<file path="config.mk">
export PLATFORM = sky130hd
export DESIGN_NAME = fifo_wr_arbiter_flat
export DESIGN_NICKNAME = d
export VERILOG_FILES = /design/src/rtl/fifo_wr_arbiter_if.sv /design/src/rtl/fifo_wr_arbiter.sv /design/src/flat_wrapper.sv
export SDC_FILE = /design/constraint.sdc
export NUM_CORES = 1
export LEC_CHECK = 0
export ABC_CLOCK_PERIOD_IN_PS = 3700
export CAP_MARGIN = 20
export CORE_ASPECT_RATIO = 0.75
export CORE_MARGIN = 2
export CORE_UTILIZATION = 43
export CTS_CLUSTER_DIAMETER = 100
export DETAILED_ROUTE_END_ITERATION = 8
export PLACE_DENSITY_LB_ADDON = 0.12
export SLEW_MARGIN = 20
export SYNTH_ARGS = -nofsm -noshare
export SYNTH_HDL_FRONTEND = slang
export SYNTH_SLANG_ARGS = --single-unit
</file>
<file path="constraint.sdc">
create_clock -name clk -period 3.7 [get_ports clk]
set_input_delay 0.555 -clock clk [delete_from_list [all_inputs] [get_ports clk]]
set_output_delay 0.555 -clock clk [all_outputs]
set_load 0.02 [all_outputs]
</file>
<file path="src/rtl/fifo_wr_arbiter_if.sv">
// Producer/FIFO-side bundle for the round-robin FIFO write arbiter.
// Arbiter connects through the slave modport; the environment (producers plus
// FIFO flags) drives through the master modport.
interface fifo_wr_arbiter_if #(
    parameter int NREQ  = 4,
    parameter int WIDTH = 4,
    parameter int DEPTH = 8
);
    localparam int CW = $clog2(DEPTH) + 1;

    logic [NREQ-1:0]       req;
    logic [NREQ*WIDTH-1:0] req_data;
    logic [NREQ-1:0]       gnt;
    logic                  fifo_full;
    logic                  fifo_rd_en;
    logic                  fifo_empty;
    logic                  fifo_wr_en;
    logic [WIDTH-1:0]      fifo_w_data;
    logic [CW-1:0]         credits;
    logic                  ovf_err;

    modport master (
        output req, req_data, fifo_full, fifo_rd_en, fifo_empty,
        input  gnt, fifo_wr_en, fifo_w_data, credits, ovf_err
    );

    modport slave (
        input  req, req_data, fifo_full, fifo_rd_en, fifo_empty,
        output gnt, fifo_wr_en, fifo_w_data, credits, ovf_err
    );
endinterface

</file>
<file path="src/rtl/fifo_wr_arbiter.sv">
// Round-robin arbiter sharing one FIFO write port among NREQ producers.
// Grant is combinational; the FIFO write is issued one cycle later from
// registers. A credit counter reserves a slot at grant time so the delayed
// write can never land in a full FIFO; ovf_err latches if one ever does.
module fifo_wr_arbiter #(
    parameter int NREQ  = 4,
    parameter int WIDTH = 4,
    parameter int DEPTH = 8
) (
    input  logic              clk,
    input  logic              rst,
    fifo_wr_arbiter_if.slave  bus
);
    localparam int LW = (NREQ > 1) ? $clog2(NREQ) : 1;
    localparam int CW = $clog2(DEPTH) + 1;
    localparam logic [CW-1:0] CRED_MAX = CW'(DEPTH);
    localparam logic [LW-1:0] LAST_RST = LW'(NREQ - 1);

    // Per-producer view of the flat data bus (same bit layout).
    logic [NREQ-1:0][WIDTH-1:0] lane_data;
    assign lane_data = bus.req_data;

    logic [LW-1:0]    last_q,      last_d;
    logic [CW-1:0]    credits_q,   credits_d;
    logic             wr_en_q,     wr_en_d;
    logic [WIDTH-1:0] w_data_q,    w_data_d;
    logic             ovf_q,       ovf_d;

    logic [NREQ-1:0]  gnt_c;
    logic [LW-1:0]    win;
    logic [LW-1:0]    cand;
    logic             found;
    logic             accept;
    logic             inc;

    // Rotating search from last+1; grant only with a free credit and out of reset.
    always_comb begin
        gnt_c = '0;
        win   = last_q;
        cand  = last_q;
        found = 1'b0;
        for (int k = 1; k <= NREQ; k++) begin
            cand = LW'((int'(last_q) + k) % NREQ);
            if (!found && bus.req[cand]) begin
                found = 1'b1;
                win   = cand;
            end
        end
        if (found && (credits_q != '0) && rst)
            gnt_c[win] = 1'b1;
    end

    // Next-state: write register, pointer, credit bookkeeping, sticky overflow.
    always_comb begin
        accept    = |gnt_c;
        inc       = bus.fifo_rd_en & ~bus.fifo_empty;
        wr_en_d   = accept;
        w_data_d  = accept ? lane_data[win] : w_data_q;
        last_d    = accept ? win : last_q;
        credits_d = credits_q;
        if (inc && !accept && (credits_q != CRED_MAX))
            credits_d = credits_q + CW'(1);
        else if (accept && !inc)
            credits_d = credits_q - CW'(1);
        ovf_d     = ovf_q | (wr_en_q & bus.fifo_full);
    end

    // State registers; reset leaves req[0] with first priority and all slots free.
    always_ff @(posedge clk or negedge rst) begin
        if (!rst) begin
            last_q    <= LAST_RST;
            credits_q <= CRED_MAX;
            wr_en_q   <= 1'b0;
            w_data_q  <= '0;
            ovf_q     <= 1'b0;
        end else begin
            last_q    <= last_d;
            credits_q <= credits_d;
            wr_en_q   <= wr_en_d;
            w_data_q  <= w_data_d;
            ovf_q     <= ovf_d;
        end
    end

    assign bus.gnt         = gnt_c;
    assign bus.fifo_wr_en  = wr_en_q;
    assign bus.fifo_w_data = w_data_q;
    assign bus.credits     = credits_q;
    assign bus.ovf_err     = ovf_q;
endmodule

</file>
<file path="src/flat_wrapper.sv">
// flat-port wrapper written by rule: the top's interface ports become plain ports
module fifo_wr_arbiter_flat 
#(
    parameter int NREQ  = 4,
    parameter int WIDTH = 4,
    parameter int DEPTH = 8
)
  (clk, rst, bus_req, bus_req_data, bus_fifo_full, bus_fifo_rd_en, bus_fifo_empty, bus_gnt, bus_fifo_wr_en, bus_fifo_w_data, bus_credits, bus_ovf_err);
  fifo_wr_arbiter_if #(.NREQ(NREQ), .WIDTH(WIDTH), .DEPTH(DEPTH)) bus_i ();
  input  logic clk;
  input  logic rst;
  input wire logic [$bits(bus_i.req)-1:0] bus_req;
  input wire logic [$bits(bus_i.req_data)-1:0] bus_req_data;
  input wire logic [$bits(bus_i.fifo_full)-1:0] bus_fifo_full;
  input wire logic [$bits(bus_i.fifo_rd_en)-1:0] bus_fifo_rd_en;
  input wire logic [$bits(bus_i.fifo_empty)-1:0] bus_fifo_empty;
  output wire logic [$bits(bus_i.gnt)-1:0] bus_gnt;
  output wire logic [$bits(bus_i.fifo_wr_en)-1:0] bus_fifo_wr_en;
  output wire logic [$bits(bus_i.fifo_w_data)-1:0] bus_fifo_w_data;
  output wire logic [$bits(bus_i.credits)-1:0] bus_credits;
  output wire logic [$bits(bus_i.ovf_err)-1:0] bus_ovf_err;
  assign bus_i.req = bus_req;
  assign bus_i.req_data = bus_req_data;
  assign bus_i.fifo_full = bus_fifo_full;
  assign bus_i.fifo_rd_en = bus_fifo_rd_en;
  assign bus_i.fifo_empty = bus_fifo_empty;
  assign bus_gnt = bus_i.gnt;
  assign bus_fifo_wr_en = bus_i.fifo_wr_en;
  assign bus_fifo_w_data = bus_i.fifo_w_data;
  assign bus_credits = bus_i.credits;
  assign bus_ovf_err = bus_i.ovf_err;
  fifo_wr_arbiter #(.NREQ(NREQ), .WIDTH(WIDTH), .DEPTH(DEPTH)) u_core (.clk(clk), .rst(rst), .bus(bus_i));
endmodule
</file>
Word level (Yosys, flattened, before mapping)
Index checks and enable logic that the tools add are counted.
{ "word_totals": {"register_bits": 12, "in_bits": 25, "output_inout_bits": 14, "wordCells": 62} }
{ "classes": {"n_addsub": 6, "order_cmp": 6, "n_eq_ne": 1, "n_mux": 23, "bitwise_logic": 4, "reduce_logical": 17} }
{ "op_table": {"columns": ["operator", "count"], "rows": [
  ["$mux 4", 4],
  ["$lt 2x3->1 const B", 5],
  ["$logic_and 1x1->1", 9],
  ["$mux 1", 9],
  ["$bmux 1 s2", 4],
  ["$bmux 4 s2", 1],
  ["$mux 2", 4],
  ["$logic_not 1->1", 5],
  ["$add 2x1->2 const B", 2],
  ["$add 2x2->2 const B", 2],
  ["$add 4x1->4 const B", 1],
  ["$ne 4x4->1 const B", 1],
  ["$reduce_bool 4->1", 1],
  ["$reduce_or 4->1", 1],
  ["$sub 4x1->4 const B", 1],
  ["$and 1x1->1", 2],
  ["$demux 1 s2", 1],
  ["$ge 2x1->1 const B", 1],
  ["$reduce_bool 2->1", 1],
  ["$not 1->1", 1],
  ["$or 1x1->1", 1]
]} }

Depth between registers and ports, before layout
Gate-level depths: netlist of run 1.
{ "logic_depth": {"depth_word": 23, "ltp_mapped": 10, "ltp_nobuf": 9} }

Worst setup path after synthesis of run 1
OpenSTA, ideal clock, no wires.
{ "synth_timing": {"path_kind": "in2reg", "startpoint": "input bus_req[3]", "endpoint": "register u_core.credits_q[3], in the netlist u_core.bus.credits[3]", "setup_ns": 0.084, "t_arrival_ns": 2.763, "t_required_ns": 3.616, "path_slack_ns": 0.853, "path_stages": 10, "path_buffers": 1, "cell_sequence": "buf_6 -> o41a_1 -> and2_4 -> a211o_1 -> ha_1 -> a21o_1 -> a21oi_1 -> or3_1 -> a21oi_1 -> a311o_1"} }
{ "synth_via": {"elab_chain_len": 22, "word_cells_on_any_way": 37, "classes_between": "order compare: 2; mux: 20; reduce/logical: 15"} }
{ "synth_rtl": {"columns": ["item", "line_no", "text"], "rows": [
  ["from (decl)", "flat_wrapper.sv:12", "input wire logic [$bits(bus_i.req)-1:0] bus_req;"],
  ["$bmux 1 s2", "fifo_wr_arbiter.sv:44", "if (!found && bus.req[cand]) begin"],
  ["$mux 1 (implied by the code)", "fifo_wr_arbiter.sv:44", null],
  ["$mux 1", "fifo_wr_arbiter.sv:44", null],
  ["$logic_not 1->1", "fifo_wr_arbiter.sv:44", null],
  ["$logic_and 1x1->1", "fifo_wr_arbiter.sv:44", null],
  ["$mux 1", "fifo_wr_arbiter.sv:44", null],
  ["$logic_not 1->1", "fifo_wr_arbiter.sv:44", null],
  ["$logic_and 1x1->1", "fifo_wr_arbiter.sv:44", null],
  ["(+5 left out)", null, null],
  ["$logic_and 1x1->1 (implied by the code)", "fifo_wr_arbiter.sv:50", "gnt_c[win] = 1'b1;"],
  ["$mux 1 (implied by the code)", "fifo_wr_arbiter.sv:50", null],
  ["$demux 1 s2", null, null],
  ["$mux 4 (*)", "fifo_wr_arbiter.sv:49", "if (found && (credits_q != '0) && rst)"],
  ["$reduce_or 4->1 (*)", "fifo_wr_arbiter.sv:55", "accept = |gnt_c;"],
  ["$logic_not 1->1", "fifo_wr_arbiter.sv:61", "if (inc && !accept && (credits_q != CRED_MAX))"],
  ["$logic_and 1x1->1 (2 in a row)", "fifo_wr_arbiter.sv:61", null],
  ["$mux 4 / $reduce_bool 2->1 (equally long branches)", null, null],
  ["to (signal assigned)", "fifo_wr_arbiter.sv:78", "credits_q <= credits_d;"],
  ["to (decl)", "fifo_wr_arbiter.sv:24", "logic [CW-1:0] credits_q, credits_d;"]
]} }
Every way passes the cells marked *; elsewhere a longest branch is shown, timed or not. The select of a mux whose other input is x is not followed.
A chain may end at the register's enable or synchronous reset.

Final worst setup path of run 1
{ "layout_timing": {"startpoint": "input bus_req[2]", "endpoint": "output bus_gnt[0]"} }
{ "layout_via": {"elab_chain_len": 17, "word_cells_on_any_way": 30, "classes_between": "order compare: 2; mux: 19; reduce/logical: 9"} }
{ "layout_rtl": {"columns": ["item", "line_no", "text"], "rows": [
  ["$bmux 1 s2", "fifo_wr_arbiter.sv:44", null],
  ["$mux 1 (implied by the code)", "fifo_wr_arbiter.sv:44", null],
  ["$mux 1", "fifo_wr_arbiter.sv:44", null],
  ["$logic_not 1->1", "fifo_wr_arbiter.sv:44", null],
  ["$logic_and 1x1->1", "fifo_wr_arbiter.sv:44", null],
  ["$mux 1", "fifo_wr_arbiter.sv:44", null],
  ["$logic_not 1->1", "fifo_wr_arbiter.sv:44", null],
  ["$logic_and 1x1->1", "fifo_wr_arbiter.sv:44", null],
  ["$mux 1", "fifo_wr_arbiter.sv:44", null],
  ["$logic_not 1->1", "fifo_wr_arbiter.sv:44", null],
  ["$logic_and 1x1->1", "fifo_wr_arbiter.sv:44", null],
  ["$mux 2", "fifo_wr_arbiter.sv:44", null],
  ["$lt 2x3->1 (implied by the code) / $ge 2x1->1 (equally long branches)", "fifo_wr_arbiter.sv:50", null],
  ["$logic_and 1x1->1 (implied by the code)", "fifo_wr_arbiter.sv:50", null],
  ["$mux 1 (implied by the code)", "fifo_wr_arbiter.sv:50", null],
  ["$demux 1 s2", null, null],
  ["$mux 4 (*)", "fifo_wr_arbiter.sv:49", null],
  ["to (decl)", "flat_wrapper.sv:17", "output wire logic [$bits(bus_i.gnt)-1:0] bus_gnt;"]
]} }
Marked as above.

==> metrics.md, run 1 <==
| Metric | Value |
|---|---|
| Global-route wire length before repair | 4.381 mm |
| Critical Path End Type | primary output |
| Period minus WS final | 3.252 ns |
| Slowest stage delay, CP | 0.55 ns |
| Critical path type | in2out |
| Startpoint Class | input pin |
| Post-Syn Area | 969.7 µm² |
| Post-route antenna net violation count | 0 |
| DRC | 1 |
| CTS buffer count | 3 |
| Synthesized Nets | 139 |
| Final HPWL DP | 2.142 mm |
| Gr usage total | 23.02% |
| Fillers | 173 |
| Initial antenna violation count | 0 |
| Synth cell types | 41 |
| Critical Path Slowest Stage Cell | clkdlybuf4s50_1 |
| CTS tree | built |
| Initial Util | 46.91% |
| Hold Vio Cnt, Final | 0 |
| Synth warn | 0 |
| Final Wtd Congestion | 0.9144 |
| Clock Root Buffer | clkbuf_4 |
| Most used cell, CP | clkdlybuf4s50_1 |
| IO Port Bufs | 38 |
| Commonest non-fill, non-tap cells in the layout | 38 x clkdlybuf4s50_1, 9 x a31oi_1, 9 x nor2_1, 9 x dfrtp_1 |
| Failing checks | DRC |
| Status | finished, violations left |
| Vias | 1034 |
| Clock transition at path regs | 0.07 ns |
| CP cell instances | clkdlybuf4s50_1 > o41a_1 > o21ai_2 > inv_4 > nand2_1 > nor2_1 > clkdlybuf4s50_1 |
| Hold Worst Slack | 0.4609 ns |
| Aggregate global routing overflow | 0 |
| Top delay family on crit path | buffers and inverters |
| Maximum VDD drop | 0.3549 mV |
| Final setup fails | 0 |
| TNS Setup | 0 ns |
| Share of cells above drive strength 1 | 13.16% |
| Final Cell Area | 0.001420 mm² |
| Slew Viols, Final | 0 |
| Die width | 58.84 µm |
| CP Buf/Inv Count | 3 |
| Tcrit/Tclk final | 87.88% |
| Synth-to-Final Area Change | 46.45% |
| Die height | 45.13 µm |
| First-pass detailed-route iteration total | 6 |
| Setup bufs post-CTS | 0 |
| Post-synthesis sequential area ratio | 31.35% |
| Peak Freq | 307.5 MHz |
| Site row count | 14 |
| Largest net degree at the start of global routing | 14 |
| Max clock buf depth | 2 |
| ANT cells | 0 |
| Placement-stage cell area | 0.001384 mm² |
| Worst-Margin Slew | 0.5251 ns |
| Post-CTS Hold Fix Bufs | 0 |
| Per-cell routed wire length | 15.32 µm |
| Worst-skew pair later-pin latency | 0.29 ns |
| Skew final | 0.0004967 ns |
| Post-Syn Instances | 111 |
| Crit path DAT | 2.70 ns |
| Ports | 39 |
| Average size of a mapped cell | 8.736 µm² |
| Leakage | 0.5645 nW |
| RSZ-0062 raised after global routing | no |
| Yosys reg bits | 12 |
| Clock sinks | 12 |
| Worst Path Required | 3.14 ns |
| Crit path max fanout | 9 |
| Core ar. | 0.002067 mm² |
| H-tree Lvls | 1 |
| Die area | 0.002655 mm² |
| Rel. slew slack | 64.99% |
| Via density per instance | 5.875 |
| # resized after CTS | 0 |
| Fin nets | 181 |
| Pwr/cell area | 722.5 mW/mm² |
| Hold crit path type | reg2reg |
| Max-Cap Viols | 0 |
| Final wirelength | 2.696 mm |
| Commonest non-fill, non-tap cell in the layout | clkdlybuf4s50_1 |
| DRC violation total after the first TritonRoute iteration | 50 |
| Vias in the first global route | 937 |
## path summary, 6_finish.rpt
| check | start | endpoint | slack [ns] | depth (start not counted) |
|---|---|---|---|---|
| max | bus_req[2] | bus_gnt[0] | 0.45 | 7 |
| min | u_core.bus.ovf_err | u_core.bus.ovf_err | 0.46 | 1 |
| max reg2reg | u_core.bus.credits[0] | u_core.bus.credits[3] | 0.89 | 9 |
| min reg2reg | u_core.bus.ovf_err | u_core.bus.ovf_err | 0.46 | 1 |
| max in group asynchronous | rst | u_core.bus.credits[3] | 2.84 | 2 |
| min in group asynchronous | rst | u_core.bus.credits[1] | 0.64 | 2 |
## flip-flops by register name (all words and copies together) (netlist names)
| name | count |
|---|---|
| u_core.bus.credits | 4 |
| u_core.bus.fifo_w_data | 4 |
| u_core.last_q | 2 |
| u_core.bus.fifo_wr_en | 1 |
| u_core.bus.ovf_err | 1 |
## stage by stage
stage / instances / utilization [%] / worst slack [ns] / power (mW)
after floorplan: 111 / - / 0.8529 / 0.6770
after global placement: 172 / 66.95 / 0.3805 / 0.8931
after detailed placement: 172 / 66.95 / 0.2612 / 0.9155
after CTS: 176 / 68.70 / 0.4660 / 1.025
after global routing: 176 / 68.70 / 0.3495 / 1.104
final: 176 / 68.70 / 0.4485 / 1.026
## cells by family (layout without fill, tap and decap cells)
group | after synthesis | in the layout | synth area share, %
compound gates | 36 | 36 | 27.48
xor+xnor | 3 | 3 | 2.710
fa+ha+maj | 3 | 3 | 4.645
buf+inv | 13 | 54 | 6.065
flops | 12 | 12 | 31.36
mux | 3 | 3 | 4.129
simple gates | 41 | 41 | 23.61
## power by group
group / internal [mW] / total (mW) / switching, mW
registers: 0.204 / 0.297 / 0.0932
clock network: 0.0601 / 0.108 / 0.0477
logic: 0.315 / 0.621 / 0.307
total: 0.579 / 1.03 / 0.447
## routing by layer
layer  track usage (%)  vias up  part of all wire (%)
met3             7.450        4                   8.6
met4             8.636        0                   1.2
met1             30.48      481                    44
met5                 0        -                     0
li1                  -      495                     -
met2             35.33       54                    46
## area by class of cell
class	instances	area [µm²]	area share (%)
sequential	12	304.0	21.41
inverter	8	32.53	2.291
clock buffer	4	36.28	2.555
tap	24	30.03	2.115
multi-input combinational	86	606.8	42.73
timing repair buffer	42	410.4	28.90
## cell usage after synthesis, drive strengths merged
cell,number,area [µm²]
o21a,1,7.510
a311o,1,10.01
o211ai,2,15.01
and3b,1,8.760
nor3,4,20.02
nor2,9,33.78
o41ai,1,8.760
nand3b,4,30.03
buf,2,15.01
dfstp,3,78.83
nor3b,3,27.52
o221a,1,11.26
xnor2,2,17.52
a32oi,1,8.760
or3,2,12.51
dfrtp,9,225.2
inv,8,32.54
o21ai,4,23.77
nand2,5,18.77
o41a,1,11.26
mux2i,1,10.01
and2,1,8.760
a31oi,9,56.30
nand3,7,35.03
xor2,1,8.760
mux2,2,30.03
or2b,1,8.760
nand2b,2,12.51
ha,2,25.02
clkbuf,3,11.26
a211o,2,17.52
a21boi,1,18.77
a21o,2,15.01
nor2b,2,12.51
a211oi,5,37.54
a21oi,5,25.02
fa,1,20.02
Power figures use the tool's default switching activity.
==> inputs of run 2 (changes only) <==
--- a/config.mk
+++ b/config.mk
@@ -13,7 +13,7 @@
 export CTS_CLUSTER_DIAMETER = 100
 export DETAILED_ROUTE_END_ITERATION = 8
 export PLACE_DENSITY_LB_ADDON = 0.12
-export SLEW_MARGIN = 20
+export SLEW_MARGIN = 25
 export SYNTH_ARGS = -nofsm -noshare
 export SYNTH_HDL_FRONTEND = slang
 export SYNTH_SLANG_ARGS = --single-unit
==> results of run 2 <==
No change in the layout: final DEF, timing and power equal those of run 1.
